$ cat config.mk
export PLATFORM = sky130hd
export DESIGN_NAME = comparator_arbiter
export DESIGN_NICKNAME = d
export VERILOG_FILES = /design/src/rtl/comparator_pkg.sv /design/src/rtl/rr_arbiter.sv /design/src/rtl/comparator_arbiter.sv
export SDC_FILE = /design/constraint.sdc
export NUM_CORES = 1
export LEC_CHECK = 0
export CAP_MARGIN = 20
export CORE_MARGIN = 5
export CORE_UTILIZATION = 50
export CTS_BUF_LIST = sky130_fd_sc_hd__clkbuf_8
export DETAILED_ROUTE_END_ITERATION = 6
export DONT_BUFFER_PORTS = 1
export PLACE_DENSITY = 0.68
export SYNTH_ARGS = -nofsm -noshare
export SYNTH_HDL_FRONTEND = slang
export SYNTH_HIERARCHICAL = 1
export SYNTH_SLANG_ARGS = --single-unit
$ cat constraint.sdc
create_clock -name clk -period 3.3 [get_ports clk]
set_input_delay 0.99 -clock clk [delete_from_list [all_inputs] [get_ports clk]]
set_output_delay 0.99 -clock clk [all_outputs]
set_load 0.05 [all_outputs]
$ cat src/rtl/comparator_pkg.sv
// comparator_pkg
//   Shared definitions for the time-shared comparator front end:
//   - op-code constants for the 3-bit select field
//   - FSM state encoding used by comparator_arbiter
//   - cmp_eval(): the unsigned select-comparator itself
//
// cmp_eval works on CMP_MAX_W-bit operands.
// Callers zero-extend their N-bit operands into that width.
// Zero-extension leaves every unsigned relation unchanged.
// This lets one package function serve any operand width up to CMP_MAX_W.
package comparator_pkg;

  localparam int CMP_MAX_W = 64;

  localparam logic [2:0] CMP_FALSE = 3'b000;
  localparam logic [2:0] CMP_TRUE  = 3'b001;
  localparam logic [2:0] CMP_EQ    = 3'b010;
  localparam logic [2:0] CMP_NE    = 3'b011;
  localparam logic [2:0] CMP_GE    = 3'b100;
  localparam logic [2:0] CMP_LE    = 3'b101;
  localparam logic [2:0] CMP_LT    = 3'b110;
  localparam logic [2:0] CMP_GT    = 3'b111;

  typedef enum logic [1:0] {
    IDLE = 2'd0,
    EXEC = 2'd1,
    RESP = 2'd2
  } state_t;

  function automatic logic cmp_eval(input logic [2:0]           sel,
                                    input logic [CMP_MAX_W-1:0] a,
                                    input logic [CMP_MAX_W-1:0] b);
    logic r;
    case (sel)
      CMP_FALSE: r = 1'b0;
      CMP_TRUE:  r = 1'b1;
      CMP_EQ:    r = (a == b);
      CMP_NE:    r = (a != b);
      CMP_GE:    r = (a >= b);
      CMP_LE:    r = (a <= b);
      CMP_LT:    r = (a <  b);
      CMP_GT:    r = (a >  b);
      default:   r = 1'b0;
    endcase
    return r;
  endfunction

endpackage

$ cat src/rtl/rr_arbiter.sv
// rr_arbiter
//   Combinational round-robin pick.
//   Searches req starting at ptr+1 and wraps modulo NREQ.
//   Returns the first requester found, as a one-hot grant and as a binary index.
//   ptr is the index of the previous winner, so that requester has the
//   lowest priority on the next pick.
//
// Ports
//   req    in   NREQ          request vector
//   ptr    in   clog2(NREQ)   previous winner (must be < NREQ)
//   grant  out  NREQ          one-hot winner, all zero when req is zero
//   index  out  clog2(NREQ)   binary winner, 0 when req is zero
module rr_arbiter #(
  parameter int NREQ = 4
) (
  input  logic [NREQ-1:0]         req,
  input  logic [$clog2(NREQ)-1:0] ptr,
  output logic [NREQ-1:0]         grant,
  output logic [$clog2(NREQ)-1:0] index
);

  localparam int IDX_W = $clog2(NREQ);

  always_comb begin
    logic             found;
    logic [IDX_W-1:0] cand;
    found = 1'b0;
    cand  = '0;
    grant = '0;
    index = '0;
    // The wrap is an explicit modulo.
    // For NREQ that is not a power of two, cand therefore never reaches NREQ.
    for (int k = 1; k <= NREQ; k++) begin
      cand = IDX_W'((int'(ptr) + k) % NREQ);
      if (!found && req[cand]) begin
        found       = 1'b1;
        grant[cand] = 1'b1;
        index       = cand;
      end
    end
  end

endmodule

$ cat src/rtl/comparator_arbiter.sv
// comparator_arbiter
//   Shares one registered unsigned select-comparator among NREQ requesters.
//   Requests are arbitrated round-robin and executed one at a time:
//   IDLE (grant) -> EXEC (compare) -> RESP (return).
//   Each result goes back to the requester that issued it.
//
// Ports
//   clk        in   1        rising-edge clock
//   rst_n      in   1        asynchronous active-low reset
//   req_valid  in   NREQ     requester i presents a compare
//   req_ready  out  NREQ     one-hot accept, only in IDLE
//   req_sel    in   3*NREQ   op code of requester i at [3i+2:3i]
//   req_a      in   N*NREQ   operand A of requester i at [Ni+N-1:Ni]
//   req_b      in   N*NREQ   operand B of requester i
//   rsp_valid  out  NREQ     result available for requester i (at most one bit)
//   rsp_ready  in   NREQ     requester i consumes its result
//   rsp_out    out  1        result bit, zero while no rsp_valid bit is set
//   busy       out  1        FSM not in IDLE
//
// N must not exceed comparator_pkg::CMP_MAX_W.
module comparator_arbiter
  import comparator_pkg::*;
#(
  parameter int N    = 8,
  parameter int NREQ = 4
) (
  input  logic              clk,
  input  logic              rst_n,
  input  logic [NREQ-1:0]   req_valid,
  output logic [NREQ-1:0]   req_ready,
  input  logic [3*NREQ-1:0] req_sel,
  input  logic [N*NREQ-1:0] req_a,
  input  logic [N*NREQ-1:0] req_b,
  output logic [NREQ-1:0]   rsp_valid,
  input  logic [NREQ-1:0]   rsp_ready,
  output logic              rsp_out,
  output logic              busy
);

  localparam int IDX_W = $clog2(NREQ);
  localparam logic [NREQ-1:0] ONE = NREQ'(1);

  state_t           state;
  logic [IDX_W-1:0] ptr;
  logic [IDX_W-1:0] winner;
  logic             result;
  logic [NREQ-1:0]  rsp_valid_q;
  logic             busy_q;

  logic [NREQ-1:0]  grant;
  logic [IDX_W-1:0] grant_idx;
  logic             accept;

  logic [2:0]       sel_p0;
  logic [N-1:0]     a_p0;
  logic [N-1:0]     b_p0;

  rr_arbiter #(.NREQ(NREQ)) u_arb (
    .req   (req_valid),
    .ptr   (ptr),
    .grant (grant),
    .index (grant_idx)
  );

  // The grant is offered only in IDLE.
  // It is also gated by rst_n: while reset is held nothing can be latched,
  // so a visible grant would falsely signal an accept.
  assign req_ready = (state == IDLE && rst_n) ? grant : '0;
  assign accept    = |(req_valid & req_ready);

  // ---- stage p0: capture the winning request's operands on accept ----
  always_ff @(posedge clk) begin
    if (accept) begin
      sel_p0 <= req_sel[3*int'(grant_idx) +: 3];
      a_p0   <= req_a[N*int'(grant_idx) +: N];
      b_p0   <= req_b[N*int'(grant_idx) +: N];
    end
  end

  // ---- control FSM: grant -> compare (p1 result) -> response handshake ----
  always_ff @(posedge clk or negedge rst_n) begin
    if (!rst_n) begin
      state       <= IDLE;
      ptr         <= IDX_W'(NREQ - 1);
      winner      <= '0;
      result      <= 1'b0;
      rsp_valid_q <= '0;
      busy_q      <= 1'b0;
    end else begin
      case (state)
        IDLE: begin
          if (accept) begin
            winner <= grant_idx;
            ptr    <= grant_idx;
            busy_q <= 1'b1;
            state  <= EXEC;
          end
        end
        EXEC: begin
          result      <= cmp_eval(sel_p0, CMP_MAX_W'(a_p0), CMP_MAX_W'(b_p0));
          rsp_valid_q <= ONE << winner;
          state       <= RESP;
        end
        RESP: begin
          // Only the owner of the result can complete the handshake.
          if (rsp_ready[winner]) begin
            rsp_valid_q <= '0;
            busy_q      <= 1'b0;
            state       <= IDLE;
          end
        end
        default: begin
          rsp_valid_q <= '0;
          busy_q      <= 1'b0;
          state       <= IDLE;
        end
      endcase
    end
  end

  assign rsp_valid = rsp_valid_q;
  assign rsp_out   = result & (|rsp_valid_q);
  assign busy      = busy_q;

endmodule
---- Word-level counts from Yosys, hierarchy flattened ----
Index checks and enable logic that the tools add are counted.
word-level totals
  register bits after elaboration ......... 31
  latch bits .............................. 0
  RAM bits ................................ 0
  bits in read-only memories .............. 0
  output and inout bits ................... 10
  word-level logic and storage cells ...... 109
  memories ................................ 0
operators by class
  add/sub/neg operators ................... 4
  multipliers ............................. 1
  div/mod/pow operators ................... 0
  magnitude comparators ................... 13
  equal/unequal tests ..................... 13
  shift-type cells ........................ 4
  multiplexer cells ....................... 39
  bitwise operators ....................... 7
  reduce and logical (&&, ||, !) cells .... 19
operators with widths
  kind                number
  $shiftx 32x6->8     2
  $mux 4              6
  $lt 2x3->1 const B  5
  $mux 1              14
  $eq 3x3->1 const B  4
  $mux 2              6
  $or 4x4->4          3
  $pmux 4 s3          1
  $shiftx 12x5->3     1
  $bmux 1 s2          5
  $demux 1 s2         4
  $eq 8x8->1          1
  $ge 2x1->1 const B  4
  $ge 8x8->1          1
  $gt 8x8->1          1
  $le 8x8->1          1
  $logic_and 1x1->1   8
  $lt 8x8->1          1
  $ne 8x8->1          1
  $pmux 1 s8          1
  $reduce_or 4->1     2
  $eq 3x2->1 const B  2
  $pmux 2 s3          1
  $reduce_and 2->1    3
  other kinds (16)    22

---- Depth between registers and ports, before layout ----
  depth in word-level cells ............... 18
  depth in mapped cells ................... 10
  mapped depth without buffers ............ 9

---- Cells and area by module ----
Netlist, hierarchy kept.
by module, submodules not included
  module              instances  cells an instance  area each (um2)
  comparator_arbiter  1          133                1874.3
  rr_arbiter          1          59                 490.5

---- Worst setup path before layout ----
Ideal clock, no wire load.
  kind .................................... input port to output port
  from .................................... input req_valid[2]
  to ...................................... output req_ready[1]
  arrival ................................. 2.462 ns
  data required time ...................... 2.310 ns
  path slack .............................. -0.152 ns
  cell stages on the path ................. 5
  path buffers ............................ 1
  path through ............................ buf_6 > mux4_2 > a211oi_4 > a221o_1 > and2_1
on the way
  word-level cells in the longest chain between the ends .. 13
  elaborated cells on any way between the ends .. 25
  classes of those cells .................. 16 x mux; 3 x bitwise; 6 x reduce/logical
RTL lines
  what                          line                      source
  from (decl)                   comparator_arbiter.sv:29  input logic [NREQ-1:0] req_valid,
  $bmux 1 s2                    rr_arbiter.sv:35          if (!found && req[cand]) begin
  $mux 1 (not written as such)  rr_arbiter.sv:35
  $mux 1                        rr_arbiter.sv:35
  $logic_not 1->1               rr_arbiter.sv:35
  $logic_and 1x1->1             rr_arbiter.sv:35
  $mux 1                        rr_arbiter.sv:35
  $logic_not 1->1               rr_arbiter.sv:35
  $logic_and 1x1->1             rr_arbiter.sv:35
  $mux 1                        rr_arbiter.sv:35
  $logic_not 1->1               rr_arbiter.sv:35
  $logic_and 1x1->1             rr_arbiter.sv:35
  $mux 4 (*)                    rr_arbiter.sv:35
  via grant[1]                  comparator_arbiter.sv:50  logic [NREQ-1:0] grant;
  $mux 4 (*)                    comparator_arbiter.sv:68  assign req_ready = (state == IDLE && rst_n) ? grant : '0;
  to (decl)                     comparator_arbiter.sv:30  output logic [NREQ-1:0] req_ready,
Mark *: on every way through the listed nets, which the timed path passes. The rest lies on a longest branch. The select of a mux whose other input is x is not followed.

---- Worst setup path in the final report ----
  from .................................... register ptr[0]
  to ...................................... output req_ready[0]
on the way
  word-level cells in the longest chain between the ends .. 14
  elaborated cells on any way between the ends .. 49
  classes of those cells .................. 4 x add/sub; 8 x order compare; 24 x mux; 3 x bitwise; 10 x reduce/logical
RTL lines
  what                                                 line                      source
  from (decl)                                          comparator_arbiter.sv:44  logic [IDX_W-1:0] ptr;
  from (signal assigned)                               comparator_arbiter.sv:84  ptr <= IDX_W'(NREQ - 1);
  from (signal assigned)                               comparator_arbiter.sv:94  ptr <= grant_idx;
  branches (longest 12 deep; another with $lt 2x3->1)  -
  $mux 4 (*)                                           rr_arbiter.sv:35
  via grant[0]                                         comparator_arbiter.sv:50
  $mux 4 (*)                                           comparator_arbiter.sv:68
Mark *: on every way through the listed nets, which the timed path passes. The select of a mux whose other input is x is not followed.

==> out/metrics.sh <==
OUTCOME='finished clean'
FP.DIEAREA_UM2=6200
POSTLAYOUTCELLAREA_UM2=2710
CRITICAL_PATH.TOP_DELAY_FAMILY='compound AO/OA/AOI/OAI gates'
WORSTSETUPENDPOINTTYPE='output pin'
DIE-HEIGHT_UM=78.8
IO-PIN-COUNT=96
NUMBER_OF_DRC_MARKERS_IN_ITERATION_0=101
POSTLAYOUTSETUPSLACKWORST_PS=43.9
SYNTH.MOST_COMMON_CELL='sky130_fd_sc_hd__mux4_2'
CTS_MADE_BUFFERS=5
SETUP_REPAIR_AFTER_GLOBAL_ROUTING_MISSED_ITS_MARGIN='true'
NUM-NETS-FINAL=311
DETAIL_ROUTED_VIA_COUNT_PER_CELL=6.56
SYNTHCELLS=192
FINAL_MIN_PERIOD_OVER_CLOCK_PERIOD_PCT=98.7
WORST-PATH-BUF-INV=1
MAX_STAGE_DELAY_PS=610
PRE_CTS_SLACK_PS=53.1
PLACED_AREA_UM2=2490
CLK_PATH_BUF_DEPTH=2
PWR-SHARE-SEQ_PCT=27.5
CLKSLEWWORSTSETUPHOLDPATHS_PS=70
POST_SYN_NETS=294
TIMING.SETUP.CRITICAL_PATH_CLASS='flop to output pin'
WL_MET2_UM=2970
GR_OVFL_TOTAL=0
ROUTED_WL_UM=5560
VIA_COUNT=1731
STARTPOINT='ptr[0]'
POWER.DENSITY_nW_PER_UM2=1260
SYNTH_SEQ_AREA_SHARE_PCT=36.9
CRITPATHSLOWESTCELL='sky130_fd_sc_hd__dfstp_2'
REGTOREGSTARTPOINT='ptr[0]'
FIRST_GLOBAL_VIAS=1827
FINAL_COUNT_OF_HOLD_TIMING_VIOLATIONS=0
INITIAL_CORE_UTIL_PCT=50.7
DRIVE_ABOVE_1_SHARE_PCT=32.9
ASYNC_SET_OR_RESET_FLOP_FRACTION_IN_THE_SYNTHESIZED_NETLIST_PCT=38.7
SYNTH_AREA_PER_CELL_UM2=12.3
REQUIRED_TIME_REPORTED_FOR_THE_CRITICAL_PATH_ENDPOINT_PS=2310
COUNT_OF_MAX_CAP_CONSTRAINT_VIOLATIONS=0
WL_MET1_UM=2100
SYNTHDOMINANTCELLAREASHARE_PCT=24.1
SYNTH_AREA_LEADERS='sky130_fd_sc_hd__edfxtp_1 24%, sky130_fd_sc_hd__mux4_2 20%, sky130_fd_sc_hd__dfrtp_1 11%'
SETUP_VIOLATIONS=0
WORST_EP_ARRIVAL_TIME_PS=2270
PORT-BUFFER-COUNT=0
TIMING.FINAL.MAX_SLEW_VIOLATIONS=0
DIODES_INSERTED=0
CLKPWRFRAC_PCT=10.4
YOSYS_REGISTER_BITS=31
GLOBALPLACE.CONGESTION=0.876
POWER_LEAKAGE_nW=1.05
YS_WARN_COUNT=6
TIMING_WORST_SLEW_PIN_VALUE_PS=534
DIE-WIDTH_UM=78.8
CTS.SINK_COUNT=31
SYNTH.TOP_CELLS.BY_COUNT='21 x sky130_fd_sc_hd__mux4_2, 19 x sky130_fd_sc_hd__edfxtp_1, 17 x sky130_fd_sc_hd__nand2_1'
FLOORPLAN.ROWS=25
WORST_HOLD_MARGIN_PS=400
CRIT_CHAIN='buf_4 -> and3b_1 -> a21oi_1 -> o41ai_4 -> a221o_1 -> and2_4'
CORE_AREA_UM2=4660
WORSTHOLDPATHTYPE='input pin to asynchronous set/reset pin'
ROUTE.DETAILED.DRC=0
DRTPASS1ITERATIONS=4
INTERNAL_POWER_W=0.00202
IR_WORST_VDD_V=0.000680
H-TREE-DEPTH=2
MAX_FREQ_MHz=307
SYNTH_TOP_FLOP_CELL='sky130_fd_sc_hd__edfxtp_1'
CTS.ROOT.BUFFER_CELL='sky130_fd_sc_hd__clkbuf_8'
SYNTH.CELL_AREA_UM2=2360
TIMING.CRITICAL_PATH.FROM_TYPE='flop'
POWER_SWITCHING_SHARE_PCT=41.1
CTS_TREE='yes'
COMB_POWER_SHARE_PCT=62.1
ANTENNA_VIOLATING_NETS_POST_ROUTE=0
YOSYSTOPAREACELL='sky130_fd_sc_hd__edfxtp_1'
WORST_SLEW_MARGIN_REL_PCT=64.4
MAXIMUM_NUMBER_OF_PINS_ON_ONE_NET_BEFORE_GLOBAL_ROUTE_REPAIR=22
GRT_ANTENNA_BEFORE_REPAIR=0
YOSYS_CELL_TYPES=53
P_SWITCHING_W=0.00141
FIN_SKEW_PS=7.44
WORST_SKEW_PAIR.LATE_LATENCY_PS=280
DR.MAX_LAYER_USED='met4'
POST_SYNTH_EDFFS=19
SYN2LAYOUT_AREA_GROWTH_PCT=14.7
FINAL_UTIL_PCT=58.2
GRTUSAGETOTAL_PCT=18.2
WORSTPATHMAXFANOUT=14
PLACE_HPWL_UM=4270
FINALWORSTPATHREQUIREDPERIOD_PS=3260
POSTCTSHOLDBUFS=0
GLOBAL_ROUTE_WIRE_LENGTH_BEFORE_REPAIR_UM=8800
WL_MET3_UM=428
POST_DRT_WL_PER_CELL_UM=21.1
-- state kept, by name (all words and copies together) (netlist names) --
| register | cells |
|---|---|
| a_p0 | 8 |
| sel_p0 | 3 |
| winner | 2 |
| state | 2 |
| ptr | 2 |
| busy | 1 |
| rsp_valid | 4 |
| b_p0 | 8 |
| result | 1 |
-- logic make-up after synthesis --
family	count (synthesis)	synth area share, %
buffers and inverters	21	4.23
flip-flops	31	36.9
adder cells (fa/ha/maj)	16	8.47
AND/OR/NAND/NOR	46	10.5
XOR/XNOR	2	0.741
multiplexers	29	23.7
AO/OA/AOI/OAI	47	15.4
-- layout by cell type, fill, tap and decap left out, types with 2 or more instances in the layout --
cell type	count
sky130_fd_sc_hd__o211ai_1	3
sky130_fd_sc_hd__o21ai_0	7
sky130_fd_sc_hd__edfxtp_1	19
sky130_fd_sc_hd__nor3_1	3
sky130_fd_sc_hd__clkbuf_8	5
sky130_fd_sc_hd__and3b_1	2
sky130_fd_sc_hd__clkinv_1	2
sky130_fd_sc_hd__nor3b_1	2
sky130_fd_sc_hd__a22oi_1	3
sky130_fd_sc_hd__o21ai_1	5
sky130_fd_sc_hd__dfstp_2	2
sky130_fd_sc_hd__nor2_1	5
sky130_fd_sc_hd__mux2_1	3
sky130_fd_sc_hd__inv_1	12
sky130_fd_sc_hd__mux2i_1	2
sky130_fd_sc_hd__ha_1	15
sky130_fd_sc_hd__a221o_1	4
sky130_fd_sc_hd__nand2_1	16
sky130_fd_sc_hd__dfrtp_1	10
sky130_fd_sc_hd__mux4_2	21
sky130_fd_sc_hd__mux2_2	3
sky130_fd_sc_hd__a21oi_1	10
sky130_fd_sc_hd__nand4_1	2
sky130_fd_sc_hd__and2_4	4
sky130_fd_sc_hd__buf_4	15
sky130_fd_sc_hd__xnor2_1	2
-- area by class of cell --
class	instances	area (um2)
clock buffer	5	68.8
timing repair buffer	16	133
fill	366	1950
sequential	31	873
tap	54	67.6
multi-input combinational	141	1480
clock inverter	3	38.8
inverter	14	55.1
-- stage by stage --
step | TNS [ps] | total power [W] | std cells
global route | -135 | 0.00369 | 264
finish | 0 | 0.00343 | 264
floorplan | 0 | 0.00249 | 192
global placement | 0 | 0.00286 | 248
detailed placement | 0 | 0.00294 | 248
CTS | 0 | 0.00339 | 260
-- repair_timing --
item	4_1_cts	5_1_grt
buffers inserted	3	4
cloned	1	0
endpoints found under the setup margin	4	4
pin swaps	0	3
resized for setup	2	4
-- layer usage --
metal  track usage, %  vias up
met5                0        -
met4             4.20        0
met3             4.99        5
met2             32.6       71
met1             21.6      863
li1                 -      792
-- power by group through the flow --
stage / Sequential [W] / Combinational (W) / Clock, W
2_1_floorplan: 0.000919 / 0.00158 / 0
3_3_place_gp: 0.000939 / 0.00192 / 0
3_5_place_dp: 0.000947 / 0.00199 / 0
4_1_cts: 0.000939 / 0.00208 / 0.000364
5_1_grt: 0.000967 / 0.00233 / 0.000387
6_report: 0.000941 / 0.00213 / 0.000358
-- final timing paths --
| path | end | slack, ps | cells past startpoint |
|---|---|---|---|
| hold / removal | rsp_valid[3] | 400 | 0 |
| setup reg to reg | b_p0[7] | 350 | 7 |
| hold reg to reg | result | 540 | 2 |
| min in group clk | result | 540 | 2 |
| max in group asynchronous | ptr[1] | 2730 | 0 |
| setup / recovery | req_ready[0] | 40 | 6 |
(Power assumes the default switching activity.)
